===== src/rtl/sram_bus_master_if.sv =====
// rtl/sram_bus_master_if.sv - host and SRAM pin bundle for sram_bus_master
//
// Purpose: groups the host request/acknowledge port and the SRAM pin
// sequencing signals of sram_bus_master into one bundle.
//
// Signals:
//   REQ, WR, ADDR, WDATA   host request, direction, address, write data
//   READY, ACK, RDATA      controller idle, completion pulse, read data
//   A, CE_n, OE_n, WE_n    SRAM address and active-low strobes
//   D_OUT, D_OE, D_IN      split SRAM data bus: drive value, drive enable,
//                          value read back from the resolved bus
//
// Modports:
//   master  controller view (drives READY/ACK/RDATA and the SRAM pins)
//   slave   host plus SRAM view (drives requests and D_IN)

interface sram_bus_master_if #(
   parameter int ADDR_W = 13,
   parameter int DATA_W = 8
);
   logic              REQ;
   logic              WR;
   logic [ADDR_W-1:0] ADDR;
   logic [DATA_W-1:0] WDATA;
   logic              READY;
   logic              ACK;
   logic [DATA_W-1:0] RDATA;
   logic [ADDR_W-1:0] A;
   logic              CE_n;
   logic              OE_n;
   logic              WE_n;
   logic [DATA_W-1:0] D_OUT;
   logic              D_OE;
   logic [DATA_W-1:0] D_IN;

   modport master (
      input  REQ, WR, ADDR, WDATA, D_IN,
      output READY, ACK, RDATA, A, CE_n, OE_n, WE_n, D_OUT, D_OE
   );

   modport slave (
      output REQ, WR, ADDR, WDATA, D_IN,
      input  READY, ACK, RDATA, A, CE_n, OE_n, WE_n, D_OUT, D_OE
   );
endinterface


===== src/rtl/sram_bus_master.sv =====
// rtl/sram_bus_master.sv - synchronous initiator for an 8Kx8 asynchronous SRAM
//
// Purpose: turns a single-clock request/acknowledge host port into CE/OE/WE
// pin sequencing with a split data bus. Access lengths are counted in clock
// cycles (RD_WAIT, WR_WAIT, TURN_CYCLES) so device tAA, write-pulse width and
// OE-to-high-Z are met at the system clock rate. Every output is a flop.
//
// Ports:
//   CLK   system clock, rising edge
//   RST   synchronous reset, active-high; aborts any access in flight
//   bus   sram_bus_master_if.master (host handshake and SRAM pins)

module sram_bus_master #(
   parameter int ADDR_W      = 13,
   parameter int DATA_W      = 8,
   parameter int RD_WAIT     = 10,
   parameter int WR_WAIT     = 6,
   parameter int TURN_CYCLES = 4,
   parameter int CNT_W       = 8
) (
   input  logic              CLK,
   input  logic              RST,
   sram_bus_master_if.master bus
);

   // A wait of 0 would leave no cycle for the strobe, so it is stretched to 1.
   localparam int RD_EFF = (RD_WAIT < 1) ? 1 : RD_WAIT;
   localparam int WR_EFF = (WR_WAIT < 1) ? 1 : WR_WAIT;
   localparam int TN_EFF = (TURN_CYCLES < 1) ? 1 : TURN_CYCLES;

   // The counter is loaded with length-1 on state entry and the state is left
   // when it reads 0, so the state lasts exactly `length` cycles.
   localparam logic [CNT_W-1:0] RD_LOAD   = CNT_W'(RD_EFF - 1);
   localparam logic [CNT_W-1:0] WR_LOAD   = CNT_W'(WR_EFF - 1);
   localparam logic [CNT_W-1:0] TURN_LOAD = CNT_W'(TN_EFF - 1);
   localparam bit               HAS_TURN  = (TURN_CYCLES > 0);

   typedef enum logic [2:0] {
      IDLE,
      RD_ACC,
      WR_SETUP,
      WR_PULSE,
      WR_HOLD,
      DONE,
      TURN
   } state_t;

   state_t            state;
   logic [CNT_W-1:0]  cnt;
   logic              is_rd;
   logic              ready_q;
   logic              ack_q;
   logic [DATA_W-1:0] rdata_q;
   logic [ADDR_W-1:0] a_q;
   logic [DATA_W-1:0] dout_q;
   logic              ce_n_q;
   logic              oe_n_q;
   logic              we_n_q;
   logic              d_oe_q;

   always_ff @(posedge CLK) begin
      if (RST) begin
         state   <= IDLE;
         cnt     <= '0;
         is_rd   <= 1'b0;
         ready_q <= 1'b0;
         ack_q   <= 1'b0;
         rdata_q <= '0;
         a_q     <= '0;
         dout_q  <= '0;
         ce_n_q  <= 1'b1;
         oe_n_q  <= 1'b1;
         we_n_q  <= 1'b1;
         d_oe_q  <= 1'b0;
      end else begin
         ack_q <= 1'b0;
         case (state)
            IDLE: begin
               // READY is raised one cycle after reset or on return here, so
               // a request is only ever taken while READY is visibly high.
               if (ready_q && bus.REQ) begin
                  ready_q <= 1'b0;
                  a_q     <= bus.ADDR;
                  dout_q  <= bus.WDATA;
                  is_rd   <= ~bus.WR;
                  ce_n_q  <= 1'b0;
                  if (bus.WR) begin
                     d_oe_q <= 1'b1;
                     state  <= WR_SETUP;
                  end else begin
                     oe_n_q <= 1'b0;
                     cnt    <= RD_LOAD;
                     state  <= RD_ACC;
                  end
               end else begin
                  ready_q <= 1'b1;
               end
            end

            RD_ACC: begin
               if (cnt == '0) begin
                  // Sample the bus on the same edge that releases OE_n/CE_n.
                  rdata_q <= bus.D_IN;
                  ce_n_q  <= 1'b1;
                  oe_n_q  <= 1'b1;
                  ack_q   <= 1'b1;
                  state   <= DONE;
               end else begin
                  cnt <= cnt - 1'b1;
               end
            end

            WR_SETUP: begin
               // Address and data have settled for a cycle before WE_n falls.
               we_n_q <= 1'b0;
               cnt    <= WR_LOAD;
               state  <= WR_PULSE;
            end

            WR_PULSE: begin
               if (cnt == '0) begin
                  we_n_q <= 1'b1;
                  state  <= WR_HOLD;
               end else begin
                  cnt <= cnt - 1'b1;
               end
            end

            WR_HOLD: begin
               // Data stays driven one cycle past the WE_n rising edge.
               ce_n_q <= 1'b1;
               d_oe_q <= 1'b0;
               ack_q  <= 1'b1;
               state  <= DONE;
            end

            DONE: begin
               if (is_rd && HAS_TURN) begin
                  cnt   <= TURN_LOAD;
                  state <= TURN;
               end else begin
                  ready_q <= 1'b1;
                  state   <= IDLE;
               end
            end

            TURN: begin
               // Lets the SRAM stop driving after OE_n before any write drives.
               if (cnt == '0) begin
                  ready_q <= 1'b1;
                  state   <= IDLE;
               end else begin
                  cnt <= cnt - 1'b1;
               end
            end

            default: begin
               ce_n_q <= 1'b1;
               oe_n_q <= 1'b1;
               we_n_q <= 1'b1;
               d_oe_q <= 1'b0;
               state  <= IDLE;
            end
         endcase
      end
   end

   assign bus.READY = ready_q;
   assign bus.ACK   = ack_q;
   assign bus.RDATA = rdata_q;
   assign bus.A     = a_q;
   assign bus.D_OUT = dout_q;
   assign bus.CE_n  = ce_n_q;
   assign bus.OE_n  = oe_n_q;
   assign bus.WE_n  = we_n_q;
   assign bus.D_OE  = d_oe_q;

endmodule


===== src/flat_wrapper.sv =====
// flat-port wrapper written by rule: the top's interface ports become plain ports
module sram_bus_master_flat 
#(
   parameter int ADDR_W      = 13,
   parameter int DATA_W      = 8,
   parameter int RD_WAIT     = 10,
   parameter int WR_WAIT     = 6,
   parameter int TURN_CYCLES = 4,
   parameter int CNT_W       = 8
)
  (CLK, RST, bus_REQ, bus_WR, bus_ADDR, bus_WDATA, bus_D_IN, bus_READY, bus_ACK, bus_RDATA, bus_A, bus_CE_n, bus_OE_n, bus_WE_n, bus_D_OUT, bus_D_OE);
  sram_bus_master_if #(.ADDR_W(ADDR_W), .DATA_W(DATA_W)) bus_i ();
  input  logic CLK;
  input  logic RST;
  input wire logic [$bits(bus_i.REQ)-1:0] bus_REQ;
  input wire logic [$bits(bus_i.WR)-1:0] bus_WR;
  input wire logic [$bits(bus_i.ADDR)-1:0] bus_ADDR;
  input wire logic [$bits(bus_i.WDATA)-1:0] bus_WDATA;
  input wire logic [$bits(bus_i.D_IN)-1:0] bus_D_IN;
  output wire logic [$bits(bus_i.READY)-1:0] bus_READY;
  output wire logic [$bits(bus_i.ACK)-1:0] bus_ACK;
  output wire logic [$bits(bus_i.RDATA)-1:0] bus_RDATA;
  output wire logic [$bits(bus_i.A)-1:0] bus_A;
  output wire logic [$bits(bus_i.CE_n)-1:0] bus_CE_n;
  output wire logic [$bits(bus_i.OE_n)-1:0] bus_OE_n;
  output wire logic [$bits(bus_i.WE_n)-1:0] bus_WE_n;
  output wire logic [$bits(bus_i.D_OUT)-1:0] bus_D_OUT;
  output wire logic [$bits(bus_i.D_OE)-1:0] bus_D_OE;
  assign bus_i.REQ = bus_REQ;
  assign bus_i.WR = bus_WR;
  assign bus_i.ADDR = bus_ADDR;
  assign bus_i.WDATA = bus_WDATA;
  assign bus_i.D_IN = bus_D_IN;
  assign bus_READY = bus_i.READY;
  assign bus_ACK = bus_i.ACK;
  assign bus_RDATA = bus_i.RDATA;
  assign bus_A = bus_i.A;
  assign bus_CE_n = bus_i.CE_n;
  assign bus_OE_n = bus_i.OE_n;
  assign bus_WE_n = bus_i.WE_n;
  assign bus_D_OUT = bus_i.D_OUT;
  assign bus_D_OE = bus_i.D_OE;
  sram_bus_master #(.ADDR_W(ADDR_W), .DATA_W(DATA_W), .RD_WAIT(RD_WAIT), .WR_WAIT(WR_WAIT), .TURN_CYCLES(TURN_CYCLES), .CNT_W(CNT_W)) u_core (.CLK(CLK), .RST(RST), .bus(bus_i));
endmodule

===== config.mk =====
export PLATFORM = sky130hd
export DESIGN_NAME = sram_bus_master_flat
export DESIGN_NICKNAME = d
export VERILOG_FILES = /design/src/rtl/sram_bus_master_if.sv /design/src/rtl/sram_bus_master.sv /design/src/flat_wrapper.sv
export SDC_FILE = /design/constraint.sdc
export NUM_CORES = 1
export LEC_CHECK = 0
export BUFFER_PORTS_ARGS = -buffer_cell sky130_fd_sc_hd__buf_2
export CAP_MARGIN = 20
export CORE_ASPECT_RATIO = 0.6
export CORE_UTILIZATION = 50
export CTS_CLUSTER_DIAMETER = 60
export CTS_CLUSTER_SIZE = 25
export DETAILED_ROUTE_END_ITERATION = 10
export PLACE_DENSITY_LB_ADDON = 0.15
export SYNTH_ARGS = -nofsm -noshare
export SYNTH_HDL_FRONTEND = slang
export SYNTH_SLANG_ARGS = --single-unit

===== constraint.sdc =====
create_clock -name CLK -period 2.1 [get_ports CLK]
set_input_delay 0.21 -clock CLK [delete_from_list [all_inputs] [get_ports CLK]]
set_output_delay 0.21 -clock CLK [all_outputs]
set_load 0.01 [all_outputs]

# --- Yosys cells after proc, flatten, opt, wreduce, memory -nomap -nowiden ---
# Cells that the tools add are included.
classes:
  n_addsub: 1
  eq_ne: 15
  n_mux: 27
  bitwise: 5
  reduce_logical: 19
op_table:
  columns: ["cell", "count"]
  rows:
  - ["$mux W8", 4]
  - ["$pmux W8 S4", 1]
  - ["$pmux W3 S7", 1]
  - ["$mux W3", 5]
  - ["$reduce_or A5 Y1", 3]
  - ["$pmux W1 S3", 4]
  - ["$ne A2 B1 Y1 const B", 5]
  - ["$eq A3 B3 Y1 const B", 3]
  - ["$mux W1", 9]
  - ["$reduce_and A3 Y1", 3]
  - ["$logic_not A8 Y1", 1]
  - ["$ne A2 B2 Y1 const B", 4]
  - ["$reduce_and A4 Y1", 2]
  - ["$sub A8 B1 Y8 const B", 1]
  - ["$eq A3 B2 Y1 const B", 2]
  - ["$reduce_and A2 Y1", 3]
  - ["$not A1 Y1", 5]
  - ["$reduce_and A5 Y1", 1]
  - ["$pmux W1 S2", 2]
  - ["$reduce_bool A4 Y1", 1]
  - ["$reduce_or A4 Y1", 1]
  - ["$eq A3 B1 Y1 const B", 1]
  - ["$logic_not A3 Y1", 1]
  - ["$reduce_bool A3 Y1", 1]
  - ["other kinds (3)", 3]
word_totals:
  ff_bits: 47
  inputBits: 33
  elab_cells: 79

# --- Logic depth before layout (Yosys ltp) ---
logic_depth:
  word_depth: 4
  mapped_depth: 7
  mapped_depth_nobuf: 6

# --- Worst setup path before layout ---
# No wires, ideal clock.
synth_path:
  path_kind: "register -> register"
  from: "reg u_core.cnt[0]"
  to: "reg u_core.cnt[2]"
  setup_ns: 0.133
  arrival_ns: 1.520
  required_ns: 1.967
  setup_slack_ns: 0.447
  stages_incl_launch_ff: 7
  n_path_buf: 0
  path_cell_list: "dfxtp_1 inv_1 ha_1 or3b_2 a211o_1 a21oi_1 a211oi_1"
synth_via:
  elab_chain_len: 3
  elab_cells_between_ends: 6
synth_rtl:
  columns: ["item", "line_no", "source"]
  rows:
  - ["start: declaration", "sram_bus_master.sv:49", "logic [CNT_W-1:0] cnt;"]
  - ["start signal: assignment", "sram_bus_master.sv:109", "cnt <= cnt - 1'b1;"]
  - ["start signal: assignment", "sram_bus_master.sv:125", "cnt <= cnt - 1'b1;"]
  - ["start signal: assignment", "sram_bus_master.sv:153", "cnt <= cnt - 1'b1;"]
  - ["$sub A8 B1 Y8 / $logic_not A8 Y1 (equally long branches)", null, null]
  - ["$mux W8 / $ne A2 B2 Y1 (equally long branches)", null, null]
  - ["$pmux W8 S4 / $reduce_and A5 Y1 (equally long branches)", null, null]
# Parallel ways exist; a longest one is shown, timed or not. The select of a mux whose other input is x is not followed.
# A chain may end at the register's enable or synchronous reset.

# --- Final worst setup path ---
layout_path:
  from: "reg u_core.cnt[0]"
  to: "reg u_core.oe_n_q, in the netlist u_core.bus.OE_n"
layout_via:
  elab_chain_len: 3
layout_rtl:
  columns: ["item", "line_no", "source"]
  rows:
  - ["$logic_not A8 Y1", "sram_bus_master.sv:101", "if (cnt == '0) begin"]
  - ["$ne A2 B1 Y1 (no line)", null, null]
  - ["$reduce_and A4 Y1 (no line)", null, null]
  - ["end signal: assignment", "sram_bus_master.sv:91", "oe_n_q <= 1'b0;"]
  - ["end signal: assignment", "sram_bus_master.sv:105", "oe_n_q <= 1'b1;"]
  - ["end signal: assignment", "sram_bus_master.sv:159", "oe_n_q <= 1'b1;"]
  - ["end: declaration", "sram_bus_master.sv:57", "logic oe_n_q;"]
# Every way passes these cells.

==> metrics.cfg <==
[run_status]
outcome=completed

[global_routing]
grt_usage_pct=23.68
first_global_vias=1739
grt_max_degree=44
antenna_found_initial=0
grt_overflow_total=0
grt_pass1_wl_microns=8245

[worst_setup_path]
arrival_ns=2.12
end_kind=flop
worst-r2r-setup-slack_ns=0.18
cp_max_fo=7
start_kind=flop
crit_type=flop to flop
required_ns=2.30

[synthesis]
synthCells=263
synth.distinct_cells=48
synth_flop_cell=dfxtp_1
synth_top_area_cell=dfxtp_1
async_flop_share_pct=0
synth_edf_count=0
synth_nets=298
synth_area_sq_mm=0.002157
ys_ff_latch=47
ys_seq_area_share_pct=43.62
synth_area_leaders=dfxtp_1 (44%), nand2_1 (8.7%), a21oi_1 (8.6%), mux2i_1 (4.2%), nor2_1 (3.3%)
synth.avg_cell_area_sq_um=8.202
synth_top_area_share_pct=43.62
ys_warn_count=0

[route]
vias_per_cell=5.478
antenna_left=0
num_vias=2131
drtIter0Drc=195
drt_wl_total_microns=5237
drcViolationCount=0
drt-wirelength-per-cell_microns=13.46
firstDrtPassIters=5

[floorplan]
rows=18
fp.dieW_microns=86.80
initial_core_util_pct=52.34
die_y_microns=52.88
die_area_sq_mm=0.004589
pin_count=68
core_sq_mm=0.004121

[sta]
finalMaxSlewViolations=0
min_period_ns=1.918
grt_setup_unrepaired=false
worst_slew_pin_slew_ns=0.7946
setup_tns_ns=0
max_clock_freq_ghz=0.5214
fin_worst_skew_ns=0.005638
whs_ns=0.1337
maxSlewHeadroom_pct=47.03
hold_viol=0
setup_violations=0
layout_worst_path_cycle_share_pct=91.33

[power_and_ir_drop]
power_switching_mw=1.614
intPower_mw=2.227
clockPowerShare_pct=17.7
p_seq_share_pct=35.0
p_leak_nw=1.188
p_sw_share_pct=42.02
p_comb_share_pct=47.3
total_power_mw=3.841
peakVddDrop_mv=0.5641
p_per_area_mw_per_mm2=1440

[finish]
final_cell_mix=buf_2 (67), nand2_1 (50), dfxtp_1 (47), a21oi_1 (37), nor2_1 (19)
diodes=0
area_growth_pct=23.67
drive_gt1_share_pct=28.57
final_cell_area_sq_mm=0.002668
layout_commonest_cell=buf_2
stdcell_count=389
final_nets=363

[hold_path]
holdCritPathClass=input pin to flop

[clock_tree]
clock-root-buffer=clkbuf_8
path_clk_slew_ns=0.09
hold_buffers=0
h-tree-depth=2
cts_resized=0
cts_buffer_depth=2
tritoncts=done
clk_latency_ns=0.30
cts_sinks=47
cts_setup_buffers=0
numCtsBuffers=5

[placement]
numPortBuffers=67
placed_cell_area_sq_mm=0.002552
dp_cells=381
place.gp.congestion=0.9139
dpl.hpwl_microns=3691

[run]
cap_viol_max_count=0

power by group through the flow:
| stage | sequential, mW | combinational [mW] | clock [mW] |
|---|---|---|---|
| floorplan | 1.31 | 1.29 | 0 |
| global placement | 1.35 | 1.80 | 0 |
| detailed placement | 1.35 | 1.78 | 0 |
| CTS | 1.33 | 1.79 | 0.690 |
| global route | 1.37 | 2.03 | 0.734 |
| finish | 1.34 | 1.82 | 0.680 |
flip-flops by register name (all words and copies together) (netlist names):
signal	cells
u_core.bus.A	13
u_core.bus.ACK	1
u_core.bus.CE_n	1
u_core.bus.D_OE	1
u_core.bus.D_OUT	8
u_core.bus.OE_n	1
u_core.bus.RDATA	8
u_core.bus.READY	1
u_core.bus.WE_n	1
u_core.cnt	8
u_core.is_rd	1
u_core.state	3
logic make-up after synthesis:
logic type               share of synthesized area (%)
AND/OR/NAND/NOR                                  24.65
AO/OA/AOI/OAI                                    20.71
flip-flops                                       43.62
buffers and inverters                            4.872
multiplexers                                     4.177
XOR/XNOR                                        0.8122
adder cells (fa/ha/maj)                          1.160
per-layer routing:
| metal | global-route usage (%) | wire [microns] | vias to the layer above |
|---|---|---|---|
| met1 | 35.19 | 2579 | 932 |
| met4 | 5.556 | 32 | 0 |
| li1 | - | - | 1060 |
| met3 | 6.708 | 600 | 7 |
| met2 | 33.20 | 2024 | 132 |
| met5 | 0 | 0 | - |
Yosys cell counts, types with 3 or more instances:
cell type,n
o21ai_0,8
a211oi_1,4
mux2i_1,9
nand2_1,50
nand4_1,3
a21oi_1,37
a31oi_1,3
nor3_1,7
nor2_1,19
dfxtp_1,47
nand2b_1,5
buf_2,6
a311oi_1,4
inv_1,6
nor2b_1,5
nand3_1,3
clkbuf_1,11
critical path, cell delays in order, from the launching register on:
cell     delay (ns)
dfxtp_1        0.37
inv_1          0.10
ha_1           0.20
nor3b_2        0.44
and3_4         0.30
o21ai_2        0.06
a221o_1        0.34
metrics by stage:
stage               utilization (%)  setup slack, ns
finish                        64.72           0.1820
global route                  64.72          0.06574
CTS                           64.72           0.2169
detailed placement            61.93           0.2258
global placement              61.93           0.3594
floorplan                         -           0.4472
cell type report:
cell class | instances | area (sq um)
inverters | 6 | 22.52
fillers | 361 | 1454
flip-flops and latches | 47 | 940.9
multi-input cells | 192 | 1111
well taps | 60 | 75.07
clock inverters | 3 | 46.29
repair buffers | 76 | 402.9
clock buffers | 5 | 68.82
path summary, 6_finish.rpt:
| check | start | to | cells after the start |
|---|---|---|---|
| worst max register to register | u_core.cnt[0]$_SDFFE_PP0P_ | u_core.bus.OE_n$_SDFFE_PP1P_ | 6 |
| worst min-delay path | bus_ADDR[2] | u_core.bus.A[2]$_SDFFE_PP0P_ | 3 |
| worst min register to register | u_core.bus.A[7]$_SDFFE_PP0P_ | u_core.bus.A[7]$_SDFFE_PP0P_ | 2 |
| worst max-delay path | u_core.cnt[0]$_SDFFE_PP0P_ | u_core.bus.OE_n$_SDFFE_PP1P_ | 6 |
Power figures use the tool's default switching activity.
